### src/rtl/alu_pkg.sv
// Shared ALU definitions: datapath widths and the iterative shifter state encoding.
package alu_pkg;
  localparam int WIDTH = 32;
  localparam int SHW   = 5;

  typedef enum logic [1:0] {
    ST_IDLE  = 2'd0,
    ST_SHIFT = 2'd1,
    ST_DONE  = 2'd2
  } shift_state_e;
endpackage : alu_pkg

### src/rtl/bit32_shift_left_logical_01.sv
// Combinational 1-bit left shift stage: one mux2_1 per bit, zero fill into bit 0.
module bit32_shift_left_logical_01
  import alu_pkg::*;
#(
  parameter int W = WIDTH
) (
  input  logic [W-1:0] a,
  input  logic         b,
  output logic [W-1:0] c
);

  genvar i;
  generate
    for (i = 0; i < W; i++) begin : g_mux
      if (i == 0) begin : g_lsb
        assign c[0] = b ? 1'b0 : a[0];
      end else begin : g_bit
        assign c[i] = b ? a[i-1] : a[i];
      end
    end
  endgenerate

endmodule : bit32_shift_left_logical_01

### src/rtl/bit32_shift_left_logical_seq.sv
// Iterative shift-left-logical unit: one bit per cycle, start/busy/done handshake.
module bit32_shift_left_logical_seq
  import alu_pkg::*;
#(
  parameter int WIDTH_P = WIDTH,
  parameter int SHW_P   = SHW
) (
  input  logic               clk,
  input  logic               rst,
  input  logic               start,
  input  logic [WIDTH_P-1:0] a,
  input  logic [SHW_P-1:0]   shamt,
  output logic               busy,
  output logic               done,
  output logic [WIDTH_P-1:0] result
);

  shift_state_e       r_state;
  logic [WIDTH_P-1:0] r_data;
  logic [SHW_P-1:0]   r_cnt;
  logic [WIDTH_P-1:0] r_result;
  logic               r_busy;
  logic               r_done;
  logic [WIDTH_P-1:0] w_shifted;
  logic               w_shift_en;

  assign w_shift_en = (r_state == ST_SHIFT);

  bit32_shift_left_logical_01 #(
    .W (WIDTH_P)
  ) u_stage (
    .a (r_data),
    .b (w_shift_en),
    .c (w_shifted)
  );

  // Operands are only taken in IDLE or DONE, so back-to-back ops need no bubble.
  always_ff @(posedge clk) begin
    if (rst) begin
      r_state  <= ST_IDLE;
      r_data   <= '0;
      r_cnt    <= '0;
      r_result <= '0;
      r_busy   <= 1'b0;
      r_done   <= 1'b0;
    end else begin
      case (r_state)
        ST_IDLE, ST_DONE: begin
          if (start) begin
            r_data <= a;
            r_cnt  <= shamt;
            if (shamt == '0) begin
              r_state  <= ST_DONE;
              r_result <= a;
              r_busy   <= 1'b0;
              r_done   <= 1'b1;
            end else begin
              r_state <= ST_SHIFT;
              r_busy  <= 1'b1;
              r_done  <= 1'b0;
            end
          end else begin
            r_state <= ST_IDLE;
            r_busy  <= 1'b0;
            r_done  <= 1'b0;
          end
        end
        ST_SHIFT: begin
          r_data <= w_shifted;
          r_cnt  <= r_cnt - SHW_P'(1);
          if (r_cnt == SHW_P'(1)) begin
            r_state  <= ST_DONE;
            r_result <= w_shifted;
            r_busy   <= 1'b0;
            r_done   <= 1'b1;
          end else begin
            r_state <= ST_SHIFT;
            r_busy  <= 1'b1;
            r_done  <= 1'b0;
          end
        end
        default: begin
          r_state <= ST_IDLE;
          r_busy  <= 1'b0;
          r_done  <= 1'b0;
        end
      endcase
    end
  end

  assign busy   = r_busy;
  assign done   = r_done;
  assign result = r_result;

endmodule : bit32_shift_left_logical_seq

### config.mk
export PLATFORM = sky130hd
export DESIGN_NAME = bit32_shift_left_logical_seq
export DESIGN_NICKNAME = d
export VERILOG_FILES = /design/src/rtl/alu_pkg.sv /design/src/rtl/bit32_shift_left_logical_01.sv /design/src/rtl/bit32_shift_left_logical_seq.sv
export SDC_FILE = /design/constraint.sdc
export NUM_CORES = 1
export LEC_CHECK = 0
export BUFFER_PORTS_ARGS = -buffer_cell sky130_fd_sc_hd__buf_2
export CORE_AREA = 2 2 111 70
export CTS_BUF_LIST = sky130_fd_sc_hd__clkbuf_4 sky130_fd_sc_hd__clkbuf_8
export DETAILED_ROUTE_END_ITERATION = 6
export DIE_AREA = 0 0 113 72
export GPL_TIMING_DRIVEN = 0
export PLACE_DENSITY_LB_ADDON = 0.08
export SYNTH_ARGS = -nofsm -noshare
export SYNTH_HDL_FRONTEND = slang
export SYNTH_SLANG_ARGS = --single-unit
### constraint.sdc
create_clock -name clk -period 6.5 [get_ports clk]
set_clock_uncertainty 0.05 [all_clocks]
set_input_delay 1.95 -clock clk [delete_from_list [all_inputs] [get_ports clk]]
set_output_delay 1.95 -clock clk [all_outputs]
set_load 0.02 [all_outputs]
==> results.cfg, run 1 <==
[pwr]
vdd_drop_max_uv = 101
powerDensity_mw_per_mm2 = 291
p_leak_nw = 1.60

[synth]
synth_compound_area_share_pct = 24.2
ys_seq_area_share_pct = 46.9
synthCells = 298
synth.distinct_cells = 31
synthXorXnorAreaFrac_pct = 0
synth_top_family_by_area = compound AO/OA/AOI/OAI gates
synth_mux_area_share_pct = 10.8
synthAdderAreaFrac_pct = 0.837
synth_warnings = 0
syn-num-nets = 340
syn_area_sq_mm = 0.00299
avgSynthCellArea_sq_um = 10.0
yosys.area_share.simple_pct = 12.3
synth_seq_cells = 70

[drt]
drt_drc_violations_left = 5
wl_per_cell_um = 15.5
first_pass_iters = 6
drt_wl_total_um = 7410
vias = 2442
viasPerCell = 5.12
ant_nets = 0
drt_iter0_markers = 129

[setup_path]
critical_path_required_ps = 6640
path_max_fanout = 10
slowest_delay_ps = 540
cp.buffers_inverters = 2
r2r-start = r_cnt[0]
crit_family = compound AO/OA/AOI/OAI gates
cp-start-kind = input port
r2r_slack_ps = 4360
arrival_ps = 3570
r2r_cells = 5
timing.rr.end = result[10]
criticalPathCategory = input port to flop
endpoint_kind = flop
worstPathCellList = buf_2 > or4_4 > o32ai_4 > buf_4 > a211oi_2
cpMaxStageDelayCell = or4_4
path_depth = 5

[sta]
finalHoldViolCount = 0
tightest_slew_ps = 831
tns_ps = 0
rsz0062_at_grt = no
fin_crit_ps = 3430
setup_viol = 0
clock.fmax_ghz = 0.291
relSlewSlack_pct = 44.6
slew_violations = 0
fin_crit_sh_pct = 52.8

[die]
rows = 24
core_sq_mm = 0.00709
chipWidth_um = 113
floorplan.initialDensity_pct = 42.2
io_pins = 74
die-height_um = 72
die_area_sq_mm = 0.00814

[clocking]
clkTransAtPathRegs_ps = 70
clockBufferDepth = 2
clock_latency_ps = 340
cts_buffers = 9
cts_resized = 0
cts_root_buf = clkbuf_8
post_cts_buffers = 0
cts_num_sinks = 70
cts_tree = done
htree_levels = 3
cts_hold_buf = 0

[placement]
io_buffers = 72
post_dp_cell_area_sq_mm = 0.00346
place.gp.congestion = 0.796
dpl.hpwl_um = 5410

[global_routing]
antenna_found_initial = 0
grt_max_degree = 12
grt_overflow = 0
grt_use_total_pct = 19.4
grt_pass1_wl_um = 12300
grt_pass1_vias = 2354

[cells_and_area]
n_antenna_cell = 0
area_growth_pct = 23.3
num-nets-final = 423
drive_gt1_share_pct = 33.4
design_area_sq_mm = 0.00369
final_core_util_pct = 52.0

[outcome]
status = finished, violations left
violations = DRC

[job]
drv_cap = 0

[worst_hold_path]
whs_path_depth = 2
min_from = r_data[30]
hold_path_class = flop to flop
whs_endpoint = result[31]
[cells in the mapped netlist, drive strengths merged]
master / instances / share of area (%)
a211oi: 61 / 20
a21oi: 6 / 1.0
a221oi: 2 / 0.59
a22oi: 1 / 0.25
a311oi: 1 / 0.29
a31oi: 1 / 0.21
a32oi: 1 / 0.29
and2: 1 / 0.21
buf: 10 / 2.6
clkbuf: 16 / 2.0
dfxtp: 70 / 47
ha: 2 / 0.84
inv: 4 / 0.50
mux2: 1 / 0.38
mux2i: 31 / 10
nand2: 5 / 0.63
nand2b: 2 / 0.42
nor2: 72 / 9.0
nor2b: 2 / 0.42
nor3: 2 / 0.33
nor4b: 1 / 0.29
o211ai: 1 / 0.25
o21ai: 1 / 0.17
o32ai: 1 / 0.92
or3: 1 / 0.21
or4: 1 / 0.38
or4b: 1 / 0.33
[layout by cell type, fill, tap and decap left out, types with 2 or more instances in the layout]
cell / instances
buf_2: 74
nor2_1: 72
dfxtp_1: 70
a211oi_1: 32
mux2i_1: 31
a211oi_2: 29
clkbuf_1: 16
clkbuf_8: 10
a21oi_1: 6
nand2_1: 5
inv_1: 4
buf_4: 4
buf_6: 3
nand2b_1: 2
nor2b_1: 2
nor3_1: 2
a221oi_1: 2
ha_1: 2
clkbuf_4: 2
bufinv_16: 2
clkinv_2: 2
[cell families after synthesis]
| kind of cell | count (synthesis) |
|---|---|
| compound gates | 76 |
| fa+ha+maj | 2 |
| buf+inv | 30 |
| flops | 70 |
| mux | 32 |
| simple gates | 88 |
[through the flow]
stage	hold slack (ps)	total power, mW	instances	setup WS (ps)
6_report	438	1.07	477	3070
5_1_grt	465	1.13	477	2990
4_1_cts	443	1.08	477	3070
3_5_place_dp	434	0.690	461	2700
3_3_place_gp	424	0.687	461	2720
2_1_floorplan	405	0.632	298	3090
[worst max path at each step]
stage / from / end / slack, ps
2_1_floorplan: shamt[3] / result[10] / 3090
3_3_place_gp: shamt[3] / result[6] / 2720
3_5_place_dp: shamt[3] / result[6] / 2700
4_1_cts: shamt[3] / result[10] / 3070
5_1_grt: shamt[3] / result[13] / 2990
6_report: shamt[3] / result[10] / 3070
[worst register-to-register path, cell delays in order, from the launching register on]
cell      delay [ps]
dfxtp_1          420
ha_1             190
or4b_1           540
o32ai_4          370
buf_4            340
a211oi_2          90
[layout make-up]
type	count	area [sq um]
buffer	26	138
fill	662	3400
inverter	4	15.0
tap	91	114
multi-input combinational	198	1440
clock inverter	4	70.1
clock buffer	12	153
timing repair buffer	72	360
sequential	70	1400
[power by group]
| part | internal [mW] | switching, mW | total [mW] |
|---|---|---|---|
| clock network | 0.234 | 0.158 | 0.392 |
| registers | 0.466 | 0.0207 | 0.487 |
| logic | 0.0747 | 0.119 | 0.194 |
[metal layers]
layer	track usage [%]	up-vias	routed length, um
met5	0	-	0
met3	6.68	4	526
met2	25.5	76	2830
met1	29.9	1128	4000
li1	-	1234	-
met4	4.61	0	45
[registers in the layout (all words and copies together), names as in the netlist]
| register | count |
|---|---|
| r_data | 31 |
| done | 1 |
| r_cnt | 5 |
| result | 32 |
| busy | 1 |
Note: power is estimated with default switching activity, not from simulation.
==> run 2: changes to the inputs <==
--- a/config.mk
+++ b/config.mk
@@ -5,11 +5,12 @@
 export SDC_FILE = /design/constraint.sdc
 export NUM_CORES = 1
 export LEC_CHECK = 0
+export ABC_AREA = 1
 export BUFFER_PORTS_ARGS = -buffer_cell sky130_fd_sc_hd__buf_2
-export CORE_AREA = 2 2 111 70
+export CORE_AREA = 2 2 114 72
 export CTS_BUF_LIST = sky130_fd_sc_hd__clkbuf_4 sky130_fd_sc_hd__clkbuf_8
 export DETAILED_ROUTE_END_ITERATION = 6
-export DIE_AREA = 0 0 113 72
+export DIE_AREA = 0 0 116 74
 export GPL_TIMING_DRIVEN = 0
 export PLACE_DENSITY_LB_ADDON = 0.08
 export SYNTH_ARGS = -nofsm -noshare
==> constraint.sdc (replaced) <==
create_clock -name clk -period 3.6 [get_ports clk]
set_clock_uncertainty 0.05 [all_clocks]
set_input_delay 1.08 -clock clk [delete_from_list [all_inputs] [get_ports clk]]
set_output_delay 1.08 -clock clk [all_outputs]
set_load 0.02 [all_outputs]
==> run 2 against run 1 <==
The run now ends clean. Die area rose by 5.5%. Critical endpoint is now busy. Total power rose by 94%. Count of clock-buffer cells in the layout did not move.
==> results.cfg, run 2 <==
[outcome]
status = complete, no violations

[synth]
synth_mux_area_share_pct = 0
synthCells = 452
synthXorXnorAreaFrac_pct = 0.278
ys_seq_area_share_pct = 44.5
synth.most_common_cell = nand2_1
synth_top_flop_cell = dfxtp_1
synth_area_leader_cell = dfxtp_1
avgSynthCellArea_sq_um = 6.97
synth.distinct_cells = 18
yosys.area_share.simple_pct = 22.5
synth_top_cells_by_count = nand2_1, dfxtp_1, a21oi_1
synth_compound_area_share_pct = 21.0
synthArstFlopShare_pct = 0
synth_area_leaders = dfxtp_1, nand2_1, a21oi_1, o21ai_0, nand3_1
synth_seq_cells = 70
synthAdderAreaFrac_pct = 0.794
synth_edf_count = 0
syn_area_sq_mm = 0.00315
synth_warnings = 0
syn-num-nets = 494
synth_top_family_by_area = simple AND/OR/NAND/NOR gates
synth_top_area_share_pct = 44.5

[clocking]
cts_hold_buf = 0
cts_resized = 0
clock_latency_ps = 360
clkTransAtPathRegs_ps = 70
post_cts_buffers = 0
cts_buffers = 9
cts_num_sinks = 70
cts_tree = done
clockBufferDepth = 2
cts_root_buf = clkbuf_8
htree_levels = 3

[drt]
wl_per_cell_um = 12.9
drt_drc_violations_left = 0
drt_wl_total_um = 8360
vias = 3188
drt_iter0_markers = 177
ant_nets = 0
first_pass_iters = 7
viasPerCell = 4.92

[placement]
place.gp.congestion = 0.791
io_buffers = 73
dpl.hpwl_um = 6020

[cells_and_area]
area_growth_pct = 23.1
final_common_cell = nand2_1
num-nets-final = 578
largest_reg_flops = 32
n_antenna_cell = 0
final_core_util_pct = 51.2
mostFrequentLayoutCells = nand2_1, buf_2, dfxtp_1, a21oi_1, o21ai_0
drive_gt1_share_pct = 20.9

[sta]
setup_viol = 0
tns_ps = 0
fin_crit_sh_pct = 58.0
slew_violations = 0
relSlewSlack_pct = 65.9
finalHoldViolCount = 0
tightest_slew_ps = 511
rsz0062_at_grt = no
fin_crit_ps = 2090
clock.fmax_ghz = 0.479

[die]
floorplan.initialDensity_pct = 41.6
rows = 25
io_pins = 74
core_sq_mm = 0.00757
chipWidth_um = 116
die_area_sq_mm = 0.00858
die-height_um = 74

[worst_hold_path]
hold_path_class = flop to flop

[setup_path]
criticalPathCategory = flop to output pin
path_max_fanout = 4
r2r_slack_ps = 1970
arrival_ps = 960
cp-start-kind = flop
endpoint_kind = output pin
slowest_delay_ps = 410
crit_family = flip-flops
critical_path_required_ps = 2470
cpMaxStageDelayCell = dfxtp_1
worstPathCellList = buf_2
cp.buffers_inverters = 1

[job]
drv_cap = 0

[global_routing]
grt_pass1_wl_um = 13800
grt_pass1_vias = 2950
grt_use_total_pct = 20.8
grt_max_degree = 12
antenna_found_initial = 0
grt_overflow = 0

[pwr]
p_leak_nw = 1.91
vdd_drop_max_uv = 197
powerDensity_mw_per_mm2 = 537
==> run 2: layout make-up <==
class / count / area [sq um]
Tap cell: 108 / 135
Fill cell: 814 / 3690
Inverter: 42 / 158
Timing Repair Buffer: 73 / 365
Multi-Input combinational cell: 307 / 1400
Clock inverter: 3 / 67.6
Sequential cell: 70 / 1400
Buffer: 33 / 190
Clock buffer: 12 / 159
==> run 2: power breakdown <==
part	total (mW)	switching [mW]	internal, mW	leakage [nW]
Clock	0.726	0.294	0.432	0.112
Combinational	0.456	0.297	0.159	1.22
Sequential	0.900	0.0422	0.858	0.577
==> run 2: routing by layer <==
metal  up-vias  track usage (%)  part of all wire, %
met5         -                0                    0
met4         0             8.07                  1.2
met3        14             5.62                  6.3
met2       103             30.6                   41
met1      1438             29.5                   52
li1       1633                -                    -
==> run 2: worst paths after layout <==
| path | startpoint | cells after the start | end |
|---|---|---|---|
| worst min register to register | r_data[0] | 2 | r_data[0] |
| worst min-delay path | r_data[0] | 2 | r_data[0] |
| worst max register to register | r_cnt[1] | 11 | result[17] |
| worst max-delay path | busy | 1 | busy |
==> run 2: per-stage QoR <==
| step | std cells | hold WS [ps] | setup WS [ps] | cell area (sq um) | power [mW] |
|---|---|---|---|---|---|
| 2_1_floorplan | 452 | 384 | 1590 | 3150 | 1.23 |
| 3_3_place_gp | 633 | 402 | 1230 | 3650 | 1.36 |
| 3_5_place_dp | 633 | 413 | 1220 | 3650 | 1.37 |
| 4_1_cts | 648 | 424 | 1480 | 3880 | 2.10 |
| 5_1_grt | 648 | 457 | 1420 | 3880 | 2.20 |
| 6_report | 648 | 425 | 1510 | 3880 | 2.08 |
==> run 2: kinds of logic (layout without fill, tap and decap cells) <==
kind of cell,count (synthesis),count (layout)
compound gates,132,132
xor+xnor,1,1
fa+ha+maj,2,2
buf+inv,75,163
flops,70,70
simple gates,172,172
